File: src/rtl/ps2_scan_decoder_pkg.sv
// Shared encodings for the PS/2 set-2 scan decoder: FSM states, prefix bytes
// and the ASCII constants used by the lookup table.
package ps2_scan_decoder_pkg;

   typedef enum logic [1:0] {
      ST_IDLE    = 2'd0,
      ST_EXT     = 2'd1,
      ST_BRK     = 2'd2,
      ST_EXT_BRK = 2'd3
   } state_e;

   localparam logic [7:0] PREFIX_EXT = 8'hE0;
   localparam logic [7:0] PREFIX_BRK = 8'hF0;

   localparam logic [7:0] ASCII_NONE    = 8'h00;
   localparam logic [7:0] ASCII_CR      = 8'h0D;
   localparam logic [7:0] ASCII_SPACE   = 8'h20;
   localparam logic [7:0] ASCII_DIGIT_0 = 8'h30;
   localparam logic [7:0] ASCII_UPPER_A = 8'h41;

endpackage

File: src/rtl/ps2_scan_decoder_if.sv
// Byte input and decoded-event output bundle of the PS/2 scan decoder.
// master = byte source / event consumer, slave = decoder.
interface ps2_scan_decoder_if #(
   parameter int unsigned CNT_W = 8
);
   logic [7:0]       byte_data;
   logic             byte_valid;
   logic             evt_valid;
   logic [7:0]       evt_code;
   logic             evt_ext;
   logic             evt_break;
   logic [7:0]       evt_ascii;
   logic             key_down;
   logic [7:0]       held_code;
   logic             held_ext;
   logic [CNT_W-1:0] press_cnt;
   logic             err;

   modport master (
      output byte_data, byte_valid,
      input  evt_valid, evt_code, evt_ext, evt_break, evt_ascii,
             key_down, held_code, held_ext, press_cnt, err
   );

   modport slave (
      input  byte_data, byte_valid,
      output evt_valid, evt_code, evt_ext, evt_break, evt_ascii,
             key_down, held_code, held_ext, press_cnt, err
   );
endinterface

File: src/rtl/scan2ascii.sv
// Combinational set-2 scan code to ASCII lookup (upper-case letters, digits,
// space and enter); unmapped codes give 0x00.
module scan2ascii
   import ps2_scan_decoder_pkg::*;
(
   input  logic [7:0] code,
   output logic [7:0] ascii_c
);

   always_comb begin
      ascii_c = ASCII_NONE;
      case (code)
         8'h1C: ascii_c = ASCII_UPPER_A;
         8'h32: ascii_c = ASCII_UPPER_A + 8'd1;
         8'h21: ascii_c = ASCII_UPPER_A + 8'd2;
         8'h23: ascii_c = ASCII_UPPER_A + 8'd3;
         8'h24: ascii_c = ASCII_UPPER_A + 8'd4;
         8'h2B: ascii_c = ASCII_UPPER_A + 8'd5;
         8'h34: ascii_c = ASCII_UPPER_A + 8'd6;
         8'h33: ascii_c = ASCII_UPPER_A + 8'd7;
         8'h43: ascii_c = ASCII_UPPER_A + 8'd8;
         8'h3B: ascii_c = ASCII_UPPER_A + 8'd9;
         8'h42: ascii_c = ASCII_UPPER_A + 8'd10;
         8'h4B: ascii_c = ASCII_UPPER_A + 8'd11;
         8'h3A: ascii_c = ASCII_UPPER_A + 8'd12;
         8'h31: ascii_c = ASCII_UPPER_A + 8'd13;
         8'h44: ascii_c = ASCII_UPPER_A + 8'd14;
         8'h4D: ascii_c = ASCII_UPPER_A + 8'd15;
         8'h15: ascii_c = ASCII_UPPER_A + 8'd16;
         8'h2D: ascii_c = ASCII_UPPER_A + 8'd17;
         8'h1B: ascii_c = ASCII_UPPER_A + 8'd18;
         8'h2C: ascii_c = ASCII_UPPER_A + 8'd19;
         8'h3C: ascii_c = ASCII_UPPER_A + 8'd20;
         8'h2A: ascii_c = ASCII_UPPER_A + 8'd21;
         8'h1D: ascii_c = ASCII_UPPER_A + 8'd22;
         8'h22: ascii_c = ASCII_UPPER_A + 8'd23;
         8'h35: ascii_c = ASCII_UPPER_A + 8'd24;
         8'h1A: ascii_c = ASCII_UPPER_A + 8'd25;
         8'h45: ascii_c = ASCII_DIGIT_0;
         8'h16: ascii_c = ASCII_DIGIT_0 + 8'd1;
         8'h1E: ascii_c = ASCII_DIGIT_0 + 8'd2;
         8'h26: ascii_c = ASCII_DIGIT_0 + 8'd3;
         8'h25: ascii_c = ASCII_DIGIT_0 + 8'd4;
         8'h2E: ascii_c = ASCII_DIGIT_0 + 8'd5;
         8'h36: ascii_c = ASCII_DIGIT_0 + 8'd6;
         8'h3D: ascii_c = ASCII_DIGIT_0 + 8'd7;
         8'h3E: ascii_c = ASCII_DIGIT_0 + 8'd8;
         8'h46: ascii_c = ASCII_DIGIT_0 + 8'd9;
         8'h29: ascii_c = ASCII_SPACE;
         8'h5A: ascii_c = ASCII_CR;
         default: ascii_c = ASCII_NONE;
      endcase
   end

endmodule

File: src/rtl/ps2_scan_decoder.sv
// PS/2 set-2 byte stream to make/break key events, with E0/F0 prefix handling,
// prefix timeout, typematic-repeat filtering and a held-key tracker.
module ps2_scan_decoder
   import ps2_scan_decoder_pkg::*;
#(
   parameter int unsigned CNT_W         = 8,
   parameter int unsigned TIMEOUT_CYC   = 1000000,
   parameter int unsigned FILTER_REPEAT = 1
) (
   input logic               clk,
   input logic               rst,
   ps2_scan_decoder_if.slave bus
);

   localparam int unsigned     TO_W    = $clog2(TIMEOUT_CYC);
   localparam logic [TO_W-1:0] TO_LAST = TO_W'(TIMEOUT_CYC - 1);

   state_e           state_q, state_d;
   logic [TO_W-1:0]  to_cnt_q, to_cnt_d;
   logic             emit_c, emit_ext_c, emit_brk_c, abort_c;
   logic             held_match_c, fire_c;
   logic [7:0]       lut_ascii_c;

   logic             evt_valid_q, evt_ext_q, evt_break_q, err_q;
   logic [7:0]       evt_code_q, evt_ascii_q;
   logic             key_down_q, held_ext_q;
   logic [7:0]       held_code_q;
   logic [CNT_W-1:0] press_cnt_q;

   scan2ascii u_scan2ascii (
      .code    (bus.byte_data),
      .ascii_c (lut_ascii_c)
   );

   always_ff @(posedge clk or negedge rst) begin
      if (!rst) begin
         state_q  <= ST_IDLE;
         to_cnt_q <= '0;
      end else begin
         state_q  <= state_d;
         to_cnt_q <= to_cnt_d;
      end
   end

   // Prefix sequencing; a byte in the cycle the timeout would fire wins.
   always_comb begin
      state_d    = state_q;
      to_cnt_d   = to_cnt_q;
      emit_c     = 1'b0;
      emit_ext_c = 1'b0;
      emit_brk_c = 1'b0;
      abort_c    = 1'b0;
      if (bus.byte_valid) begin
         to_cnt_d = '0;
         unique case (state_q)
            ST_IDLE: begin
               if (bus.byte_data == PREFIX_EXT)      state_d = ST_EXT;
               else if (bus.byte_data == PREFIX_BRK) state_d = ST_BRK;
               else                                  emit_c  = 1'b1;
            end
            ST_EXT: begin
               if (bus.byte_data == PREFIX_BRK) begin
                  state_d = ST_EXT_BRK;
               end else if (bus.byte_data != PREFIX_EXT) begin
                  emit_c     = 1'b1;
                  emit_ext_c = 1'b1;
                  state_d    = ST_IDLE;
               end
            end
            ST_BRK, ST_EXT_BRK: begin
               state_d = ST_IDLE;
               if (bus.byte_data == PREFIX_EXT || bus.byte_data == PREFIX_BRK) begin
                  abort_c = 1'b1;
               end else begin
                  emit_c     = 1'b1;
                  emit_brk_c = 1'b1;
                  emit_ext_c = (state_q == ST_EXT_BRK);
               end
            end
            default: state_d = ST_IDLE;
         endcase
      end else if (state_q != ST_IDLE) begin
         if (to_cnt_q == TO_LAST) begin
            abort_c  = 1'b1;
            state_d  = ST_IDLE;
            to_cnt_d = '0;
         end else begin
            to_cnt_d = to_cnt_q + TO_W'(1);
         end
      end
      held_match_c = key_down_q && (held_code_q == bus.byte_data) && (held_ext_q == emit_ext_c);
      fire_c       = emit_c && !(!emit_brk_c && (FILTER_REPEAT != 0) && held_match_c);
   end

   // Event, held-key and press-count registers.
   always_ff @(posedge clk or negedge rst) begin
      if (!rst) begin
         evt_valid_q <= 1'b0;
         evt_code_q  <= 8'h00;
         evt_ext_q   <= 1'b0;
         evt_break_q <= 1'b0;
         evt_ascii_q <= 8'h00;
         err_q       <= 1'b0;
         key_down_q  <= 1'b0;
         held_code_q <= 8'h00;
         held_ext_q  <= 1'b0;
         press_cnt_q <= '0;
      end else begin
         evt_valid_q <= fire_c;
         err_q       <= abort_c;
         if (fire_c) begin
            evt_code_q  <= bus.byte_data;
            evt_ext_q   <= emit_ext_c;
            evt_break_q <= emit_brk_c;
            evt_ascii_q <= emit_ext_c ? ASCII_NONE : lut_ascii_c;
         end
         if (fire_c && !emit_brk_c) begin
            key_down_q  <= 1'b1;
            held_code_q <= bus.byte_data;
            held_ext_q  <= emit_ext_c;
            press_cnt_q <= press_cnt_q + CNT_W'(1);
         end else if (fire_c && held_match_c) begin
            key_down_q  <= 1'b0;
         end
      end
   end

   assign bus.evt_valid = evt_valid_q;
   assign bus.evt_code  = evt_code_q;
   assign bus.evt_ext   = evt_ext_q;
   assign bus.evt_break = evt_break_q;
   assign bus.evt_ascii = evt_ascii_q;
   assign bus.err       = err_q;
   assign bus.key_down  = key_down_q;
   assign bus.held_code = held_code_q;
   assign bus.held_ext  = held_ext_q;
   assign bus.press_cnt = press_cnt_q;

endmodule

File: src/flat_wrapper.sv
// flat-port wrapper written by rule: the top's interface ports become plain ports
module ps2_scan_decoder_flat import ps2_scan_decoder_pkg::*;
#(
   parameter int unsigned CNT_W         = 8,
   parameter int unsigned TIMEOUT_CYC   = 1000000,
   parameter int unsigned FILTER_REPEAT = 1
)
  (clk, rst, bus_byte_data, bus_byte_valid, bus_evt_valid, bus_evt_code, bus_evt_ext, bus_evt_break, bus_evt_ascii, bus_key_down, bus_held_code, bus_held_ext, bus_press_cnt, bus_err);
  ps2_scan_decoder_if #(.CNT_W(CNT_W)) bus_i ();
  input logic clk;
  input logic rst;
  input wire logic [$bits(bus_i.byte_data)-1:0] bus_byte_data;
  input wire logic [$bits(bus_i.byte_valid)-1:0] bus_byte_valid;
  output wire logic [$bits(bus_i.evt_valid)-1:0] bus_evt_valid;
  output wire logic [$bits(bus_i.evt_code)-1:0] bus_evt_code;
  output wire logic [$bits(bus_i.evt_ext)-1:0] bus_evt_ext;
  output wire logic [$bits(bus_i.evt_break)-1:0] bus_evt_break;
  output wire logic [$bits(bus_i.evt_ascii)-1:0] bus_evt_ascii;
  output wire logic [$bits(bus_i.key_down)-1:0] bus_key_down;
  output wire logic [$bits(bus_i.held_code)-1:0] bus_held_code;
  output wire logic [$bits(bus_i.held_ext)-1:0] bus_held_ext;
  output wire logic [$bits(bus_i.press_cnt)-1:0] bus_press_cnt;
  output wire logic [$bits(bus_i.err)-1:0] bus_err;
  assign bus_i.byte_data = bus_byte_data;
  assign bus_i.byte_valid = bus_byte_valid;
  assign bus_evt_valid = bus_i.evt_valid;
  assign bus_evt_code = bus_i.evt_code;
  assign bus_evt_ext = bus_i.evt_ext;
  assign bus_evt_break = bus_i.evt_break;
  assign bus_evt_ascii = bus_i.evt_ascii;
  assign bus_key_down = bus_i.key_down;
  assign bus_held_code = bus_i.held_code;
  assign bus_held_ext = bus_i.held_ext;
  assign bus_press_cnt = bus_i.press_cnt;
  assign bus_err = bus_i.err;
  ps2_scan_decoder #(.CNT_W(CNT_W), .TIMEOUT_CYC(TIMEOUT_CYC), .FILTER_REPEAT(FILTER_REPEAT)) u_core (.clk(clk), .rst(rst), .bus(bus_i));
endmodule
File: config.mk
export PLATFORM = sky130hd
export DESIGN_NAME = ps2_scan_decoder_flat
export DESIGN_NICKNAME = d
export VERILOG_FILES = /design/src/rtl/ps2_scan_decoder_pkg.sv /design/src/rtl/ps2_scan_decoder_if.sv /design/src/rtl/scan2ascii.sv /design/src/rtl/ps2_scan_decoder.sv /design/src/flat_wrapper.sv
export SDC_FILE = /design/constraint.sdc
export NUM_CORES = 1
export LEC_CHECK = 0
export BUFFER_PORTS_ARGS = -buffer_cell sky130_fd_sc_hd__buf_2
export CELL_PAD_IN_SITES_DETAIL_PLACEMENT = 2
export CELL_PAD_IN_SITES_GLOBAL_PLACEMENT = 2
export CORE_MARGIN = 5
export CORE_UTILIZATION = 36
export DETAILED_ROUTE_END_ITERATION = 8
export PLACE_DENSITY_LB_ADDON = 0.15
export SYNTH_ARGS = -nofsm -noshare
export SYNTH_HDL_FRONTEND = slang
export SYNTH_SLANG_ARGS = --single-unit
File: constraint.sdc
create_clock -name clk -period 2.3 [get_ports clk]
set_input_delay 0.69 -clock clk [delete_from_list [all_inputs] [get_ports clk]]
set_output_delay 0.69 -clock clk [all_outputs]
set_load 0.02 [all_outputs]
Word-level counts from Yosys, hierarchy flattened --
Memory sizes are Yosys's and may differ from the RTL's. Index checks and enable logic that the tools add are counted.
Operators by class: add/subtract/negate cells 2, eq/ne operators 11, multiplexer cells 32, reduce and logical (&&, ||, !) cells 16
Operators by type and width (number):
- 20-bit two-way mux | 3
- 20-bit by 1-bit adder with 20-bit output (second input constant) | 1
- 20-bit == test (second input constant) | 1
- 1-bit two-way mux | 17
- 8-bit == test (second input constant) | 2
- 8-bit two-way mux | 2
- 2-bit two-way mux | 7
- 8-bit by 1-bit adder with 8-bit output (second input constant) | 1
- 8-bit == test | 1
- 4-bit by 2-bit inequality test with 1-bit output (second input constant) | 2
- 8-bit inequality test (second input constant) | 1
- 2-bit nonzero test | 4
- 1-bit logical AND | 6
- 2-bit case mux with 3 select lines | 1
- 2-bit == test (second input constant) | 2
- 4-bit AND reduction | 1
- 1-bit case mux with 3 select lines | 1
- 2-bit by 1-bit == test with 1-bit output (second input constant) | 1
- 1-bit zero test | 2
- 2-bit zero test | 1
- 1-bit case mux with 2 select lines | 1
- 2-bit OR reduction | 1
- 1-bit == test | 1
- 1-bit logical OR | 1
Storage, ports and cells: flip-flop bits (word level) 60, memory bits (read-only) 896, output and inout port bits 38, memories kept 1
Memory list:
- (name not given) | words 128, bits a word 7, read ports 1, clocked after memory_dff 0, wr ports 0, RTL line scan2ascii.sv:12 | case (code)

Depth between registers and ports, before layout --
Gate-level depths: netlist of run 1.
depth after elaboration 13, gate-level depth with buffers 11, gate-level depth less buffers 7

Modules after synthesis --
A second synthesis of run 1 with hierarchy kept.
Second synthesis, totals: cells, all modules 389, area total of the unflattened synthesis 3876.2 µm²
By module, submodules not included:
- ps2_scan_decoder | instances 1, cells each 265, area an instance 3005.4 µm²
- scan2ascii | instances 1, cells each 124, area an instance 870.8 µm²

Least setup slack after synthesis of run 1 --
OpenSTA, ideal clock, no wires.
path type input-to-reg, from input port bus_byte_data[1], to register u_core.evt_ascii_q[0] (netlist: u_core.bus.evt_ascii[0]), library setup time 125 ps, arrival time 2558 ps, setup slack -383 ps, stages on the path 11, cells stage by stage buf_2 -> inv_1 -> ha_1 -> and2_1 -> and4_1 -> clkbuf_1 -> nor2_1 -> o21a_1 -> buf_6 -> buf_6 -> mux2_4
Between the ends: longest elaborated chain between the ends 10
Ends and longest elaborated chain:
- from (decl) | RTL line flat_wrapper.sv:12 | input wire logic [$bits(bus_i.byte_data)-1:0] bus_byte_data;
- 8-bit inequality test (tied with other cells) | RTL line ps2_scan_decoder.sv:64 | end else if (bus.byte_data != PREFIX_EXT) begin
- 1-bit two-way mux or 1-bit logical OR (tied branches) | RTL line ps2_scan_decoder.sv:64, ps2_scan_decoder.sv:72
- 1-bit two-way mux, on equally long branches | RTL line ps2_scan_decoder.sv:62, ps2_scan_decoder.sv:72
- 1-bit case mux with 2 select lines | RTL line ps2_scan_decoder.sv:55 | unique case (state_q)
- 1-bit two-way mux | RTL line ps2_scan_decoder.sv:53 | if (bus.byte_valid) begin
- 1-bit == test | RTL line ps2_scan_decoder.sv:91 | held_match_c = key_down_q && (held_code_q == bus.byte_data) && (held_ext_q == emit_ext_c);
- 1-bit logical AND | RTL line ps2_scan_decoder.sv:91
- 1-bit logical AND | RTL line ps2_scan_decoder.sv:92 | fire_c = emit_c && !(!emit_brk_c && (FILTER_REPEAT != 0) && held_match_c);
- 1-bit zero test | RTL line ps2_scan_decoder.sv:92
- 1-bit logical AND (*) | RTL line ps2_scan_decoder.sv:92
- named net u_core.fire_c | RTL line ps2_scan_decoder.sv:21 | logic held_match_c, fire_c;
- to (signal assigned) | RTL line ps2_scan_decoder.sv:115 | evt_ascii_q <= emit_ext_c ? ASCII_NONE : lut_ascii_c;
- to (decl) | RTL line ps2_scan_decoder.sv:25 | logic [7:0] evt_code_q, evt_ascii_q;
The timed path passes the listed nets; every way through them passes the cells marked *. A chain may end at the register's enable or synchronous reset.

Worst setup path after layout of run 1 --
from register u_core.to_cnt_q[0], to register u_core.to_cnt_q[9]
Between the ends: longest elaborated chain between the ends 4
Ends and longest elaborated chain:
- from (decl) | RTL line ps2_scan_decoder.sv:19 | logic [TO_W-1:0] to_cnt_q, to_cnt_d;
- from (signal assigned) | RTL line ps2_scan_decoder.sv:41 | to_cnt_q <= to_cnt_d;
- 20-bit by 1-bit adder with 20-bit output or 20-bit == test (tied branches) | RTL line ps2_scan_decoder.sv:88, ps2_scan_decoder.sv:83
- 20-bit two-way mux (*) | RTL line ps2_scan_decoder.sv:83 | if (to_cnt_q == TO_LAST) begin
- 20-bit two-way mux (*) | RTL line ps2_scan_decoder.sv:82 | end else if (state_q != ST_IDLE) begin
- 20-bit two-way mux (*) | RTL line ps2_scan_decoder.sv:53
Every way passes the cells marked *; elsewhere a longest branch is shown, timed or not. The select of a mux whose other input is x is not followed.

==> results of run 1 <==
final timing paths:
kind                                          from                       to  slack [ps]  cells after the start
setup / recovery                u_core.to_cnt_q[0]       u_core.to_cnt_q[9]         120                      7
hold / removal                                 rst  u_core.bus.press_cnt[0]         320                      1
setup reg to reg                u_core.to_cnt_q[0]       u_core.to_cnt_q[9]         120                      7
hold reg to reg            u_core.bus.press_cnt[7]  u_core.bus.press_cnt[7]         470                      1
max in group asynchronous                      rst      u_core.to_cnt_q[17]        1450                      2
min in group clk           u_core.bus.press_cnt[7]  u_core.bus.press_cnt[7]         470                      1
routing by layer:
layer | vias to the layer above | share of wire, % | global-route usage [%]
li1 | 1624 | - | -
met1 | 1799 | 43 | 27.9
met2 | 80 | 52 | 41.0
met3 | 26 | 4.0 | 4.48
met4 | 0 | 1.9 | 6.65
met5 | - | 0 | 0
kinds of logic (layout without fill, tap and decap cells):
family                     Yosys count  count (layout)
adders and majority gates            9               9
buffers and inverters               42             139
and+or+nand+nor                    145             145
xor gates and xnor gates            18              18
muxes                               32              32
DFF                                 59              59
AOI/OAI and AO/OA                   90              90
other                                1               1
registers in the layout, indices dropped and copies added, names as in the netlist, 2 cells and up:
signal                cells
u_core.bus.press_cnt      8
u_core.bus.evt_ascii      7
u_core.bus.evt_code       8
u_core.state_q            2
u_core.bus.held_code      8
u_core.to_cnt_q          20
final cells by class:
type / count / area, um^2 / area share (%)
inverter: 17 / 68.8 / 1.45
clock inverter: 1 / 30.0 / 0.635
clock buffer: 14 / 183 / 3.86
tap: 136 / 170 / 3.60
timing repair buffer: 107 / 736 / 15.5
multi-input combinational: 295 / 2070 / 43.7
sequential: 59 / 1480 / 31.2
power by group through the flow:
| stage | clock [mW] | combinational (mW) | sequential, mW |
|---|---|---|---|
| after floorplan | 0 | 0.367 | 1.41 |
| after global placement | 0 | 0.787 | 1.30 |
| after detailed placement | 0 | 0.832 | 1.31 |
| after CTS | 1.07 | 0.843 | 1.30 |
| after global routing | 1.12 | 0.899 | 1.31 |
| final | 1.05 | 0.833 | 1.29 |
synth_stat cells (13+ instances only):
library cell	instances	share of area [%]
dfrtp_1	59	40
a21oi_1	25	3.4
nor2_1	19	1.9
or3_1	14	2.4
nand3_1	30	4.1
mux2_2	18	5.5
clkbuf_1	15	1.5
nand2b_1	13	2.2
inv_1	16	1.6
o21ai_0	23	3.1
nand2_1	32	3.2
timing repair:
| action | 4_1_cts | 5_1_grt |
|---|---|---|
| hold buffers | 0 | 0 |
| setup endpoints to repair | 1 | 13 |
| gates resized for setup | 1 | 3 |
worst max-delay path, stage by stage (launching register included):
cell and delay [ps]:
dfrtp_1 420, ha_1 290, nand3_1 200, nor3_2 100
a211o_1 430, buf_4 200, or3_1 350, o21ai_0 90
==> results.yml, run 1 <==
layout:
  area_delta_synth_final_pct: 28.0
  mostFrequentLayoutCells: "dfrtp_1, buf_4, buf_2"
  final_common_cell: "dfrtp_1"
  stdcell_area_um2: 4730
  fillers: 1124
  finish.utilization_pct: 46.5
  layout-drive-gt1-share_pct: 32.5
  fin_nets: 509
  fin_cells: 629
  antenna_cells: 0
job:
  cap_violations: 0
drt:
  ant_nets: 0
  wl_per_cell_um: 22.2
  wirelength_um: 13900
  drt_pass1_iterations: 4
  avgViaCountPerCell: 5.61
  vias: 3529
  drcViolationCount: 0
  drt_iter0_drc: 138
place:
  pre_cts_slack_ps: -411
  dp_hpwl_um: 10200
  port_buffers: 47
  place_congestion: 0.872
  dp_cells: 614
  place_area_um2: 4510
clock_network:
  cts_root_buf: "clkbuf_8"
  insertion_delay_ps: 340
  cts_sinks: 59
  postCtsSetupBuffers: 0
  cts_htree_levels: 3
  cts_buffers: 9
  cts_tree: "done"
  ctsLongestPathBuffers: 2
  clk_pin_slew_ps: 70
synth:
  synth.area.mux_share_pct: 10.4
  yosysWarnings: 0
  synthAdderAreaFrac_pct: 3.05
  post_synth_num_cell_types: 57
  synthCells: 396
  synth_area_um2: 3700
  syn_avg_cell_area_um2: 9.33
  synth_top_family_by_area: "simple AND/OR/NAND/NOR gates"
  ys.flop_type: "dfrtp_1"
  ys_seq_elements: 59
  synth-edff-count: 0
  yosysSeqAreaShare_pct: 39.9
  synthSimpleGateAreaFrac_pct: 21.5
  synth_compound_area_share_pct: 15.5
  synth_nets: 416
  synth_xor_area_share_pct: 4.27
  postSynth.asyncResetShare_pct: 100
grt:
  track_usage_pct: 22.9
  grt_first_pass_wirelength_um: 22600
  antenna_found_initial: 0
  grt_max_degree: 24
  grt_overflow_total: 0
  grt_pass1_vias: 4063
power:
  p_total_mw: 3.18
  p_leak_nw: 2.14
  power_density_nw_per_um2: 671
  p_sw_mw: 1.06
  swShare_pct: 33.3
  pwr-share-seq_pct: 40.7
  p_clk_share_pct: 33.1
  p_int_mw: 2.12
  comb_power_share_pct: 26.2
  vdd_drop_max_v: 0.000383
sta:
  skew_ps: 8.01
  holdWs_ps: 324
  tightest_slew_ps: 526
  hold_violations: 0
  max_slew_margin_pct: 64.9
  fin_crit_ps: 2180
  max_freq_mhz: 459
  fin_setup_tns_ps: 0
  post-route-period-util_pct: 94.6
  rsz0062_at_grt: "no"
  final_max_slew_viol_count: 0
  setup_viol: 0
  setup_ws_ps: 123
die:
  initial_core_util_pct: 36.3
  die_x_um: 111
  die_h_um: 111
  core_area_um2: 10200
  io_pins: 49
  die-area_um2: 12400
  rows: 37
worst_setup_path:
  worstPathArrival_ps: 2430
  cp_max_fo: 8
  start_kind: "flip-flop"
  worst_setup_path_end_kind: "flip-flop"
  worstPathRequired_ps: 2550
  path_class: "reg -> reg"
hold_path:
  hold_path_class: "in -> async"
run_status:
  status: "complete, no violations"
Power figures use the tool's default switching activity.
==> run 2: changes to the inputs <==
- CORE_UTILIZATION: 36 -> 37
- PLACE_DENSITY: default -> 0.79
- PLACE_DENSITY_LB_ADDON: 0.15 -> default
- SYNTH_HIERARCHICAL: default -> 1
- TNS_END_PERCENT: default -> 30
==> run 2 against run 1 <==
- core utilization grew 0.64 points
- die area grew 1.9%
- total power shrank 0.89%
- flip-flop and latch count grew 1
- critical path depth grew 1
- count of clock-buffer cells in the layout shrank 5
- clock skew grew 8.6 ps
- register-to-register slack is essentially flat
- first-iteration DRC count grew 33%
- critical endpoint is now u_core/bus.evt_ascii[6]
- highest routed layer unchanged
==> results.yml, run 2 <==
run_status:
  status: "complete, no violations"
clock_network:
  cts_root_buf: "clkbuf_8"
  ctsLongestPathBuffers: 2
  clk_pin_slew_ps: 70
  cts_buffers: 9
  postCtsSetupBuffers: 0
  insertion_delay_ps: 360
  cts_tree: "done"
  cts_htree_levels: 3
  cts_sinks: 60
worst_setup_path:
  worstPathArrival_ps: 2490
  worstPathRequired_ps: 2540
  cp_max_fo: 7
  worst_setup_path_end_kind: "flip-flop"
  path_class: "in -> reg"
  start_kind: "primary input"
drt:
  vias: 3580
  avgViaCountPerCell: 5.69
  wl_per_cell_um: 22.3
  drt_pass1_iterations: 4
  drcViolationCount: 0
  drt_iter0_drc: 183
  wirelength_um: 14000
  ant_nets: 0
layout:
  mostFrequentLayoutCells: "dfrtp_1, buf_4, buf_2"
  largest_register_ffs: 20
  antenna_cells: 0
  ff_latch_area_um2: 1500
  layout-drive-gt1-share_pct: 34.3
  fin_nets: 508
  stdcell_area_um2: 4840
  regMostFlops: "u_core/to_cnt_q"
  fillers: 1129
  area_delta_synth_final_pct: 24.9
  multiInputGateArea_um2: 2180
synth:
  ys_seq_elements: 60
  synth.area.top_cells: "dfrtp_1, mux2_4, nand3_1"
  synth_top_area_cell: "dfrtp_1"
  synth-edff-count: 0
  yosysMostFrequentCell: "dfrtp_1"
  synth_area_um2: 3880
  ys.flop_type: "dfrtp_1"
  syn_avg_cell_area_um2: 9.96
  yosysSeqAreaShare_pct: 38.7
  post_synth_num_cell_types: 71
  synth_top_area_share_pct: 38.7
  yosysWarnings: 6
  postSynth.asyncResetShare_pct: 100
  ys_top_cells_by_count: "dfrtp_1, nor2_1, nand3_1"
  synth_nets: 409
  synthCells: 389
sta:
  holdWs_ps: 321
  max_freq_mhz: 444
  hold_violations: 0
  post-route-period-util_pct: 98.0
  setup_viol: 0
  skew_ps: 16.6
  final_max_slew_viol_count: 0
  fin_crit_ps: 2250
die:
  initial_core_util_pct: 37.7
  die_h_um: 112
  die-area_um2: 12600
  core_area_um2: 10300
  io_pins: 49
  rows: 37
  die_x_um: 112
power:
  vdd_drop_max_v: 0.000332
  p_leak_nw: 2.27
  power_density_nw_per_um2: 650
  p_total_mw: 3.15
grt:
  track_usage_pct: 22.8
  antenna_found_initial: 0
  grt_pass1_vias: 3985
  grt_first_pass_wirelength_um: 22600
  grt_max_degree: 61
  grt_overflow_total: 0
place:
  port_buffers: 48
  dp_hpwl_um: 10200
  place_area_um2: 4630
  place_congestion: 0.883
hold_path:
  hold_path_class: "in -> async"
job:
  cap_violations: 0
run 2: worst max-delay path, stage by stage:
cell,delay (ps)
buf_2,170
buf_4,150
ha_1,240
mux4_1,560
a21oi_1,170
a31oi_1,70
nor2b_1,170
mux2_4,270
run 2: per-layer routing:
metal	global-route usage, %	vias up	part of all wire, %
met3	4.31	13	4.0
met2	38.0	85	49
met4	6.73	0	1.2
met5	0	-	0
met1	30.2	1842	46
li1	-	1640	-
run 2: worst paths after layout:
| check | from | endpoint | slack [ps] | cells past startpoint |
|---|---|---|---|---|
| hold / removal | rst | u_core/bus.evt_ascii[3] | 320 | 2 |
| setup / recovery | bus_byte_data[0] | u_core/bus.evt_ascii[6] | 50 | 8 |
| setup reg to reg | u_core/to_cnt_q[0] | u_core/to_cnt_q[17] | 120 | 6 |
| min in group clk | u_core/bus.evt_code[0] | u_core/bus.evt_code[0] | 500 | 1 |
| max in group asynchronous | rst | u_core/bus.evt_ext | 1670 | 2 |
| hold reg to reg | u_core/bus.evt_code[0] | u_core/bus.evt_code[0] | 500 | 1 |
run 2: cell families after synthesis:
logic type	after synthesis	synth area share [%]
buffers and inverters	35	5.36
DFF	60	38.7
muxes	29	10.1
other	1	0.0967
AOI/OAI and AO/OA	86	17.0
xor gates and xnor gates	21	4.74
adders and majority gates	9	2.91
and+or+nand+nor	148	21.0
run 2: report_power, final:
group	switching [mW]	leakage, nW	internal (mW)
combinational	0.495	1.40	0.360
sequential	0.139	0.775	1.17
clock	0.477	0.0918	0.503
total	1.11	2.27	2.04
run 2: layout make-up:
type                       instances  share of cell area (%)
clock buffer                       9                    2.56
clock inverter                     7                    1.55
inverter                          13                    1.16
multi-input combinational        294                    45.1
sequential                        60                    31.0
tap                              136                    3.52
timing repair buffer             110                    15.1
run 2: what timing repair did:
action | in CTS | in global routing
cloned | 0 | 0
endpoints found under the setup margin | 1 | 6
resized for setup | 2 | 4
hold buffers | 0 | 0
run 2: metrics by stage:
stage | TNS, ps | worst slack, ps | std cells | utilization [%]
detailed placement | -4800 | -381 | 613 | 45.0
finish | 0 | 45.2 | 629 | 47.1
global placement | -2760 | -255 | 613 | 45.0
floorplan | 0 | 110 | 389 | -
global route | -8.38 | -8.38 | 629 | 47.1
CTS | 0 | 2.52 | 629 | 47.0
